File: src/rtl/elastic_port.sv
// Elastic pipeline port: DEPTH-entry circular buffer with valid/ready on both sides.
// Every output is a flop, so no combinational path runs from ready_in to ready_out.
module elastic_port #(
  parameter int unsigned WIDTH = 1,
  parameter int unsigned DEPTH = 2,
  localparam int unsigned CNT_W = $clog2(DEPTH + 1)
) (
  input  logic             clk,
  input  logic             rst,
  input  logic [WIDTH-1:0] data_in,
  input  logic             valid_in,
  output logic             ready_out,
  output logic [WIDTH-1:0] data_out,
  output logic             valid_out,
  input  logic             ready_in,
  input  logic             flush,
  output logic [CNT_W-1:0] count
);

  localparam int unsigned      PTR_W = (DEPTH > 1) ? $clog2(DEPTH) : 1;
  localparam logic [PTR_W-1:0] LAST  = PTR_W'(DEPTH - 1);
  localparam logic [CNT_W-1:0] FULL  = CNT_W'(DEPTH);

  logic [WIDTH-1:0] mem_q [DEPTH];
  logic [PTR_W-1:0] rd_ptr_q, rd_ptr_d;
  logic [PTR_W-1:0] wr_ptr_q, wr_ptr_d;
  logic [CNT_W-1:0] count_q, count_d;
  logic             valid_q, valid_d;
  logic             ready_q, ready_d;
  logic [WIDTH-1:0] data_q, data_d;
  logic             push;
  logic             pop;

  assign push = valid_in & ready_q;
  assign pop  = valid_q & ready_in;

  // Next pointers/occupancy, then the head entry as it will look after this edge.
  always_comb begin
    rd_ptr_d = rd_ptr_q;
    wr_ptr_d = wr_ptr_q;
    count_d  = count_q;
    data_d   = '0;
    if (flush) begin
      rd_ptr_d = '0;
      wr_ptr_d = '0;
      count_d  = '0;
    end else begin
      if (push) wr_ptr_d = (wr_ptr_q == LAST) ? '0 : wr_ptr_q + PTR_W'(1);
      if (pop)  rd_ptr_d = (rd_ptr_q == LAST) ? '0 : rd_ptr_q + PTR_W'(1);
      if (push && !pop)      count_d = count_q + CNT_W'(1);
      else if (pop && !push) count_d = count_q - CNT_W'(1);
    end
    valid_d = (count_d != '0);
    ready_d = (count_d != FULL);
    // A push landing in the slot that becomes the head is not yet in mem_q.
    if (valid_d) begin
      if (push && !flush && (wr_ptr_q == rd_ptr_d)) data_d = data_in;
      else                                          data_d = mem_q[rd_ptr_d];
    end
  end

  always_ff @(posedge clk or negedge rst) begin
    if (!rst) begin
      rd_ptr_q <= '0;
      wr_ptr_q <= '0;
      count_q  <= '0;
      valid_q  <= 1'b0;
      ready_q  <= 1'b1;
      data_q   <= '0;
    end else begin
      rd_ptr_q <= rd_ptr_d;
      wr_ptr_q <= wr_ptr_d;
      count_q  <= count_d;
      valid_q  <= valid_d;
      ready_q  <= ready_d;
      data_q   <= data_d;
    end
  end

  // Storage is left unreset; data_out is masked to zero whenever it is not valid.
  always_ff @(posedge clk) begin
    if (push) mem_q[wr_ptr_q] <= data_in;
  end

  assign ready_out = ready_q;
  assign valid_out = valid_q;
  assign data_out  = data_q;
  assign count     = count_q;

endmodule
File: config.mk
export PLATFORM = sky130hd
export DESIGN_NAME = elastic_port
export DESIGN_NICKNAME = d
export VERILOG_FILES = /design/src/rtl/elastic_port.sv
export SDC_FILE = /design/constraint.sdc
export NUM_CORES = 1
export LEC_CHECK = 0
export CAP_MARGIN = 20
export CORE_AREA = 2 2 39 41
export CTS_BUF_LIST = sky130_fd_sc_hd__clkbuf_4 sky130_fd_sc_hd__clkbuf_8 sky130_fd_sc_hd__clkbuf_16
export CTS_CLUSTER_DIAMETER = 80
export DETAILED_ROUTE_END_ITERATION = 8
export DIE_AREA = 0 0 41 43
export GPL_TIMING_DRIVEN = 1
export PLACE_DENSITY = 0.57
export SLEW_MARGIN = 20
export SYNTH_ARGS = -nofsm -noshare
export SYNTH_HDL_FRONTEND = slang
export SYNTH_SLANG_ARGS = --single-unit
File: constraint.sdc
create_clock -name clk -period 1.8 [get_ports clk]
set_input_delay 0.27 -clock clk [delete_from_list [all_inputs] [get_ports clk]]
set_output_delay 0.27 -clock clk [all_outputs]
set_load 0.05 [all_outputs]
# == After elaboration in Yosys (flattened, before gate mapping) ==
# Memories as Yosys holds them, arrays and structs flattened.
# Cells that the tools add are included.
# word_totals
regBits,7
latchBits,0
mem_bits_rw,2
romBits,0
inputBits,6
out_inout_bits,5
elab_cells,37
mem_count,1
# memory_table
name,depth,word_bits,rd,rd_clocked_by_memory_dff,write_ports,line,rtl
mem_q,2,1,1,0,1,24,logic [WIDTH-1:0] mem_q [DEPTH];
# classes
n_addsub,4
n_mul,0
div,0
n_lt_le_gt_ge,0
n_eq_ne,2
shifts,0
muxes,13
n_bitwise,2
reduce_logical,9
# ops
op,count
two-way mux 1 bit,10
two-way mux 2 bit,3
logical AND 1 bit,4
nonzero test 2 bit,2
zero test 1 bit,3
adder 1 bit (second input constant),2
adder 2 x 1 -> 2 bit (second input constant),1
AND 1 bit,2
!= test 2 bit (second input constant),1
subtractor 2 x 1 -> 2 bit (second input constant),1
equality test 1 bit,1

# == Depth between registers and ports, before layout ==
# Gate-level depths: netlist of run 1.
# depth
depth_word,8
ltp_mapped,5
depth_no_buf,4

# == Least setup slack after synthesis of run 1 ==
# OpenSTA, ideal clock, no wires.
# synth_path
path_kind,flip-flop to flip-flop
start,register valid_q (netlist: valid_out)
end,register data_q (netlist: data_out)
setup_ps,120
arrival_time_ps,1682
required_ps,1680
slack_ps,-3
stages_incl_launch_ff,5
path_buffers,0
period_less_slack_ps,1803
cell_sequence,dfrtp_1 -> and2_4 -> mux2_4 -> mux2_4 -> o211a_1
# synth_via
elab_chain_len,7
elab_cells_between_ends,15
cone_classes,1 x eq/ne; 7 x mux; 1 x bitwise; 5 x reduce/logical; 1 x memory
# synth_lines
element,line,rtl
from (decl),28,"logic valid_q, valid_d;"
from (signal assigned),74,valid_q <= valid_d;
AND 1 bit (*),35,assign pop = valid_q & ready_in;
two-way mux 1 bit (*),49,if (pop) rd_ptr_d = (rd_ptr_q == LAST) ? '0 : rd_ptr_q + PTR_W'(1);
two-way mux 1 bit (*),43,if (flush) begin
net rd_ptr_d,25,"logic [PTR_W-1:0] rd_ptr_q, rd_ptr_d;"
equality test 1 bit,57,if (push && !flush && (wr_ptr_q == rd_ptr_d)) data_d = data_in;
logical AND 1 bit,57,
two-way mux 1 bit (*),57,
two-way mux 1 bit (*),56,if (valid_d) begin
net data_d,30,"logic [WIDTH-1:0] data_q, data_d;"
to (signal assigned),76,data_q <= data_d;
to (decl),30,
# The timed path passes the listed nets; every way through them passes the cells marked *.
# A chain may end at the register's enable or synchronous reset.

# == Final worst setup path of run 1 ==
# layout_path
start,register data_q (netlist: data_out)
end,output port data_out
# layout_rtl
element,line,rtl
to (decl),13,"output logic [WIDTH-1:0] data_out,"
# No word-level cell between the ends.

==> results of run 1 <==
sequential cells by signal, summed over array words and instances, names as in the netlist:
name	flops
count	2
data_out	1
ready_out	1
rd_ptr_q	1
wr_ptr_q	1
mem_q	2
valid_out	1
per-stage QoR:
stage / instance area [um^2] / power, uW
after floorplan: 469 / 507
after global placement: 597 / 596
after detailed placement: 597 / 597
after CTS: 627 / 770
after global routing: 627 / 809
final: 627 / 760
where the power goes:
group          switching [uW]  leakage [uW]  internal (uW)  total, uW
clock network            67.2     0.0000184            100        167
registers                36.2      0.000107            251        287
logic                     172      0.000154            133        305
total                     275      0.000279            485        760
per-layer routing:
layer,GRT usage [%],vias to the layer above
li1,-,177
met1,14.8,174
met2,18.1,10
met3,8.38,5
met4,8.00,0
met5,0,-
cell type report:
cell class	instances	share of cell area [%]
flip-flops and latches	9	37.9
repair buffers	13	18.0
well taps	16	3.19
clock buffers	4	4.79
multi-input cells	31	36.1
cell families (layout without fill, tap and decap cells):
| group | count (synthesis) | count (layout) | share of synthesized area [%] |
|---|---|---|---|
| AND/OR/NAND/NOR | 17 | 17 | 20.9 |
| flip-flops | 9 | 9 | 50.5 |
| AO/OA/AOI/OAI | 6 | 6 | 9.63 |
| XOR/XNOR | 5 | 5 | 9.36 |
| multiplexers | 3 | 3 | 8.56 |
| buffers and inverters | 1 | 17 | 1.07 |
path summary, 6_finish.rpt:
kind                            from        end  slack [ns]
max                         data_out   data_out        0.16
min                              rst   wr_ptr_q        0.27
max reg2reg                valid_out   data_out        0.28
min reg2reg                 wr_ptr_q   wr_ptr_q        0.61
max in group asynchronous        rst  ready_out        1.24
min in group clk            wr_ptr_q   wr_ptr_q        0.61
cells in the mapped netlist (all sizes together), types with 2 or more instances:
library cell	n	share of area [%]
xnor2	4	7.5
nor2	4	3.2
nand2	2	1.6
nor2b	2	2.7
mux2	2	6.4
nand3b	3	4.8
and2	3	4.5
dfrtp	6	32
edfxtp	2	13
==> qor.csv, run 1 <==
stage,metric,value,unit
timing,Highest Clock Rate,608,MHz
detailed_routing,metal3 WL,60,um
worst_setup_path,Critical Path Fanout Max,1,
detailed_routing,drt drc,0,
die,Die Y,43,um
clock_tree,Post-CTS Setup Inserts,0,
timing,period utilization,91.3,%
die,I/O pins,11,
clock_tree,clock sink total,9,
clock_tree,clk buf depth,2,
detailed_routing,highest metal used,met4,
layout,"commonest cells after routing, fill and taps aside","buf_4 (7), clkdlybuf4s50_1 (6), dfrtp_1 (5)",
flow_run,max cap viols,0,
worst_setup_path,crit path capture type,output pin,
placed_design,RePlAce Congestion,0.680,
detailed_routing,DRT antenna net count,0,
worst_setup_path,slowest stage cell on the critical path,clkdlybuf4s50_1,
grt,vias in the first global route,358,
layout,NumNets Final,64,
yosys,yosys warns,0,
timing,Tmin final,1.64,ns
layout,Final Non-Filler Cells,73,
grt,largest net degree at the start of global routing,8,
die,Die Span X,41,um
worst_setup_path,CP Class,register to output pin,
worst_setup_path,Worst Setup Start Kind,register,
placed_design,IO Port Bufs,10,
layout,Register Area,238,um^2
worst_setup_path,slowest cell delay on critical path,0.79,ns
detailed_routing,wire per inst,12.4,um
clock_tree,htree depth,1,
grt,grt ovf,0,
power,PwrDens,1210,nW/um^2
worst_setup_path,Top Family by Delay on Critical Path,buffers and inverters,
worst_setup_path,Worst Path Buf+Inv,1,
detailed_routing,vias,366,
placed_design,placed cells,69,
clock_tree,CTS resizes,0,
layout,final core utilization,45.3,%
layout,Multi-input gate area,226,um^2
clock_tree,"Clk Latency, worst-skew pair",0.26,ns
layout,layout cells sized above 1,29.8,%
clock_tree,TritonCTS clock tree,yes,
yosys,Syn Area/Cell,11.4,um^2
power,maximum VDD drop,0.590,mV
yosys,register area share after synthesis,50.5,%
clock_tree,clk slew on worst S/H paths,0.06,ns
timing,hold slack,0.271,ns
timing,Max Slew Vio Count,0,
layout,Area Growth Syn to Fin,34.0,%
placed_design,dpl ws,-0.0261,ns
yosys,Yosys reg bits,9,
yosys,Synth Instances,41,
timing,Max transition margin,67.1,%
timing,unrepaired setup endpoints after global routing,false,
detailed_routing,wl on met1,395,um
die,Initial Utilization,33.8,%
power,leakage power,0.000279,uW
timing,slew of the pin with the lowest slew margin,0.491,ns
timing,Setup Viol. Count Final,0,
detailed_routing,Total Wirelength,905,um
detailed_routing,First-pass DRT Iterations,2,
worst_setup_path,Stages on worst setup path,1,
timing,Fin. Hold Viols,0,
die,DIE AREA,1760,um^2
grt,initial antenna violation count,0,
yosys,post-synth cell types,23,
layout,"most common cell after layout, fill and taps aside",buf_4,
yosys,Mapped Nets,47,
grt,first-pass GRT wire length,1470,um
clock_tree,Hold Buf Count CTS,0,
layout,Layout fillers,141,
yosys,top_reg_cell synth,dfrtp_1,
worst_setup_path,"Cell Chain, Critical Path",clkdlybuf4s50_1,
grt,total track usage,13.2,%
placed_design,Detail Placement HPWL,709,um
yosys,Post-synth EDFFs,2,
worst_setup_path,Worst Reg-to-Reg Cells,4,
timing,Setup Skew,0.000980,ns
clock_tree,TritonCTS Buffers,3,
timing,setup_tns,0,ns
layout,n_diodes,0,
yosys,asr flop ratio synth,77.8,%
yosys,Synth Cell Area,468,um^2
detailed_routing,vias per cell,5.01,
worst_setup_path,arrival time at the worst endpoint,1.37,ns
die,core area,1380,um^2
detailed_routing,Met2 Wirelength,430,um
die,Rows,14,
timing,final worst slack,0.156,ns
min_path,worst hold path type,input pin to async pin,
clock_tree,clock root buffer,clkbuf_4,
worst_setup_path,WP data required,1.53,ns
detailed_routing,drt first-iter violations,5,
outcome,outcome,completed,
(Power assumes the default switching activity.)
==> inputs of run 2 (changes only) <==
==> constraint.sdc (replaced) <==
create_clock -name clk -period 1.8 [get_ports clk]
set_input_delay 0.36 -clock clk [delete_from_list [all_inputs] [get_ports clk]]
set_output_delay 0.36 -clock clk [all_outputs]
set_load 0.05 [all_outputs]
==> run 2 against run 1 <==
Routed wire length shrank 3.2%. Combinational power grew 7.2%. Critical path type is now input pin to register. Fmax shrank 0.95%. Critical path depth grew 4. Final cell count grew 2.7%. First-iteration DRC count shrank 20%. Sequential power is essentially flat.
==> qor.csv, run 2 (same netlist as run 1, synthesis figures left out) <==
stage,metric,value,unit
power,final total power,787,uW
worst_setup_path,slowest cell delay on critical path,0.48,ns
clock_tree,clk buf depth,2,
placed_design,Detail Placement HPWL,672,um
worst_setup_path,Worst Setup Start Kind,input pin,
layout,layout cells sized above 1,33.9,%
clock_tree,htree depth,1,
timing,Max transition margin,77.7,%
detailed_routing,First-pass DRT Iterations,2,
die,Initial Utilization,33.8,%
power,Sw Pwr,283,uW
layout,n_diodes,0,
grt,largest net degree at the start of global routing,8,
detailed_routing,wire per inst,11.7,um
detailed_routing,vias,363,
power,Internal Power,503,uW
placed_design,RePlAce Congestion,0.692,
layout,Area Growth Syn to Fin,39.3,%
outcome,outcome,completed,
clock_tree,clock root buffer,clkbuf_4,
flow_run,max cap viols,0,
worst_setup_path,slowest stage cell on the critical path,clkdlybuf4s50_1,
clock_tree,TritonCTS clock tree,yes,
timing,Setup Viol. Count Final,0,
grt,total track usage,13.5,%
power,sequential share of power,36.7,%
worst_setup_path,"Cell Chain, Critical Path","clkdlybuf4s50_1, and2_4, mux2_4, mux2_4, o211a_1",
placed_design,placed cells,71,
worst_setup_path,"most used cell, CP",mux2_4,
power,Clock Power Share,21.8,%
detailed_routing,vias per cell,4.84,
grt,first-pass GRT wire length,1510,um
clock_tree,clock sink total,9,
grt,initial antenna violation count,0,
timing,Tmin final,1.66,ns
clock_tree,Post-CTS Setup Inserts,0,
timing,Highest Clock Rate,602,MHz
power,combinational share of power,41.5,%
die,DIE AREA,1760,um^2
detailed_routing,drt first-iter violations,4,
clock_tree,Hold Buf Count CTS,0,
clock_tree,"Clk Latency, worst-skew pair",0.27,ns
power,leakage power,0.000296,uW
timing,Setup Skew,0.00280,ns
layout,NumNets Final,66,
worst_setup_path,WP data required,1.96,ns
layout,Final Non-Filler Cells,75,
die,core area,1380,um^2
power,Sw Ratio,36.0,%
detailed_routing,drt drc,0,
clock_tree,TritonCTS Buffers,3,
timing,slew of the pin with the lowest slew margin,0.333,ns
power,maximum VDD drop,0.598,mV
worst_setup_path,arrival time at the worst endpoint,1.82,ns
detailed_routing,DRT antenna net count,0,
die,Die Span X,41,um
clock_tree,CTS resizes,0,
die,I/O pins,11,
layout,"commonest cells after routing, fill and taps aside","buf_4 (9), dfrtp_1 (5), clkdlybuf4s50_1 (5)",
worst_setup_path,Critical Path Fanout Max,3,
die,Rows,14,
worst_setup_path,CP Class,input pin to register,
min_path,worst hold path type,input pin to async pin,
die,Die Y,43,um
power,PwrDens,1210,nW/um^2
detailed_routing,Total Wirelength,876,um
clock_tree,clk slew on worst S/H paths,0.06,ns
worst_setup_path,crit path capture type,register,
timing,period utilization,92.2,%
timing,unrepaired setup endpoints after global routing,false,
grt,vias in the first global route,371,
timing,Fin. Hold Viols,0,
grt,grt ovf,0,
layout,"most common cell after layout, fill and taps aside",buf_4,
placed_design,IO Port Bufs,10,
timing,Max Slew Vio Count,0,
run 2: cell types whose count changed in the layout (fill, tap and decap cells not counted), sizes merged:
cell	before	now
clkdlybuf4s50	6	5
buf	7	10
run 2: stage by stage:
step | setup slack [ns] | hold slack, ns | area, um^2 | util (%) | TNS [ns]
3_3_place_gp | -0.111 | 0.592 | 622 | 44.9 | -0.111
3_5_place_dp | -0.138 | 0.604 | 622 | 44.9 | -0.138
6_report | 0.140 | 0.355 | 652 | 47.1 | 0
2_1_floorplan | 0.162 | 0.0644 | 469 | - | 0
4_1_cts | 0.129 | 0.365 | 652 | 47.1 | 0
5_1_grt | 0.100 | 0.374 | 652 | 47.1 | 0
run 2: path summary, 6_finish.rpt:
kind / startpoint / to / slack, ns / cells past startpoint
min in group clk: mem_q[0] / data_out / 0.61 / 2
worst min-delay path: rst / data_out / 0.36 / 1
worst max-delay path: ready_in / data_out / 0.14 / 5
max in group asynchronous: rst / ready_out / 1.15 / 1
worst max register to register: valid_out / data_out / 0.27 / 4
worst min register to register: mem_q[0] / data_out / 0.61 / 2
run 2: per-layer routing:
metal  global-route usage, %  wire length [um]
met1                    17.0               393
met5                       0                 0
met2                    17.2               380
met4                    10.0                34
met3                    6.28                66
run 2: area by class of cell:
type                       instances  area (um^2)
sequential                         9          238
multi-input combinational         31          226
tap                               16         20.0
clock buffer                       4         30.0
timing repair buffer              15          138
fill                             147          732
run 2: worst max-delay path: cells and delay by family:
| kind | cells | cell delay, ns |
|---|---|---|
| AND/OR/NAND/NOR | 1 | 0.17 |
| multiplexers | 2 | 0.61 |
| AO/OA/AOI/OAI | 1 | 0.20 |
| buffers and inverters | 1 | 0.48 |
run 2: power groups by stage:
stage / sequential, uW / clock, uW / combinational [uW]
3_3_place_gp: 291 / 0 / 327
3_5_place_dp: 292 / 0 / 328
5_1_grt: 296 / 190 / 355
4_1_cts: 289 / 176 / 330
6_report: 288 / 172 / 327
2_1_floorplan: 373 / 0 / 134
==> edit, RTL diff (flow settings as in run 2) <==
`DEPTH`: 2 -> 1.
--- a/src/rtl/elastic_port.sv
+++ b/src/rtl/elastic_port.sv
@@ -2,7 +2,7 @@
 // Every output is a flop, so no combinational path runs from ready_in to ready_out.
 module elastic_port #(
   parameter int unsigned WIDTH = 1,
-  parameter int unsigned DEPTH = 2,
+  parameter int unsigned DEPTH = 1,
   localparam int unsigned CNT_W = $clog2(DEPTH + 1)
 ) (
   input  logic             clk,
Ports: changed (resized count); port bits go from 11 to 10. No check against the original RTL was run, so the function may have changed too.
==> edit against run 2 <==
Via count is 48% lower. First-iteration DRC count fell by 75%. Total power is 56% lower. Clock skew increased by 0.0014 ns. Final area is 44% lower. Sequential share of layout area fell by 0.51 points. Synthesized cell count shrank 51%. Sequential cell count down 4. Non-clock buffer count down 4. Synthesized area fell by 51%. Wire length shrank 50%. Setup slack better by 0.24 ns.
==> edit: results (changes against run 2) <==
Routing
  – Drt total wl: 436 um (-50%)
  – Vias: 187 (-48%)
  – Initial drt markers: 1 (-3)

Global route
  – Met1 Use GR: 6.51% (-11 points)
  – First-pass GRT wire length: 696 um (-54%)
  – Largest net degree at the start of global routing: 6 (-2)
  – Met2 Use GR: 8.44% (-8.8 points)
  – Total Routing Usage GR: 6.85% (-6.7 points)
  – Initial antenna violation count: 0 (unchanged)
  – Met3 Usage GRT: 4.71% (-1.6 points)

Power and ir drop
  – Pwr top: the clock network
  – VDD IR max: 0.211 mV (-65%)
  – Clock share of power: 40.8% (+19 points)
  – Logic power comb: 0.0000747 W (-77%)
  – LEAKAGE: 0.162 nW (-45%)
  – Net Sw Frac: 26.1% (-10 points)
  – P_int: 0.000255 W (-49%)

Placed design
  – Dpl hpwl: 385 um (-43%)
  – Area post-placement: 335 sq um (-46%)
  – Port buffer count: 9 (-1)
  – Worst Setup Slack post-DPL: 0.141 ns (+0.279 ns)
  – Inst Count DP: 46 (-35%)
  – Final GP Congestion: 0.713 (+3.0%)

Clocking
  – CTS clk-pin slew, worst paths: 0.04 ns (-0.02 ns)
  – Clk_lat worst skew: 0.24 ns (-0.03 ns)
  – Root buf cell: clkbuf_4
  – Clock tree buffer depth: 2 (unchanged)
  – H-tree lvl count: 1 (unchanged)

Critical path
  – R2r setup slk: 0.48 ns (+0.21 ns)
  – R2r startpoint: ready_out
  – Critical path startpoint: ready_in
  – Critical path's largest stage delay: 0.53 ns (+0.05 ns)
  – CP top delay family: buffers and inverters
  – Data arrival time of the worst path: 1.58 ns (-0.24 ns)
  – Worst r2r path cells: 3 (-1)

Cells and area
  – Layout Cells excl Fill: 50 (-33%)
  – Share of post-route cells with drive strength above 1: 35.3% (+1.4 points)
  – Post-route cell area: 365 sq um (-44%)
  – FILL cells: 160 (+8.8%)
  – Layout net count: 41 (-38%)

Logic synthesis
  – Xor and xnor fraction of the mapped netlist area: 3.85% (-5.5 points)
  – Synthesized netlist cell count: 20 (-51%)
  – Synthesized Nets: 26 (-45%)
  – Post-synthesis sequential area ratio: 57.7% (+7.2 points)
  – Post-synth EDFFs: 1 (-1)
  – Synth unique cells: 15 (-35%)
  – Synth Warn #: 0 (unchanged)
  – Mux share of post-synthesis cell area: 0% (-8.6 points)
  – Post-synthesis compound-gate area fraction: 4.95% (-4.7 points)
  – Top post-synthesis cells by area: dfrtp_1, edfxtp_1, dfstp_2
  – Fraction of registers with async set/reset: 80.0% (+2.2 points)

STA
  – Fmax: 0.705 GHz (+17%)
  – Slew @ Worst Pin: 0.243 ns (-0.0900 ns)
  – Final Skew: 0.00418 ns (+0.00137 ns)

Run status
  – Outcome: finished clean
[edit: kinds of logic after synthesis]
| logic type | after synthesis |
|---|---|
| simple gates | 9 |
| xor+xnor | 1 |
| compound gates | 2 |
| buf+inv | 3 |
| flops | 5 |
[edit: routing by layer]
layer,routed length (um),up-vias,part of all wire (%)
met5,0,-,0
met1,183,82,42
li1,-,96,-
met4,0,0,0
met2,202,9,46
met3,50,0,11
[edit: how the worst min path moves through the flow]
stage | cells after the start | from | slack (ns) | to
after CTS | 1 | rst | 0.32 | data_out
after global placement | 2 | rd_ptr_q | 0.51 | rd_ptr_q
final | 1 | rst | 0.32 | data_out
after global routing | 1 | rst | 0.32 | data_out
after floorplan | 0 | rst | 0.06 | data_out
after detailed placement | 2 | rd_ptr_q | 0.52 | rd_ptr_q
[edit: final cells by class]
type | instances | area share, %
repair buffers | 11 | 26.0
inverters | 2 | 2.05
multi-input cells | 12 | 22.3
clock buffers | 4 | 8.22
flip-flops and latches | 5 | 36.0
well taps | 16 | 5.48
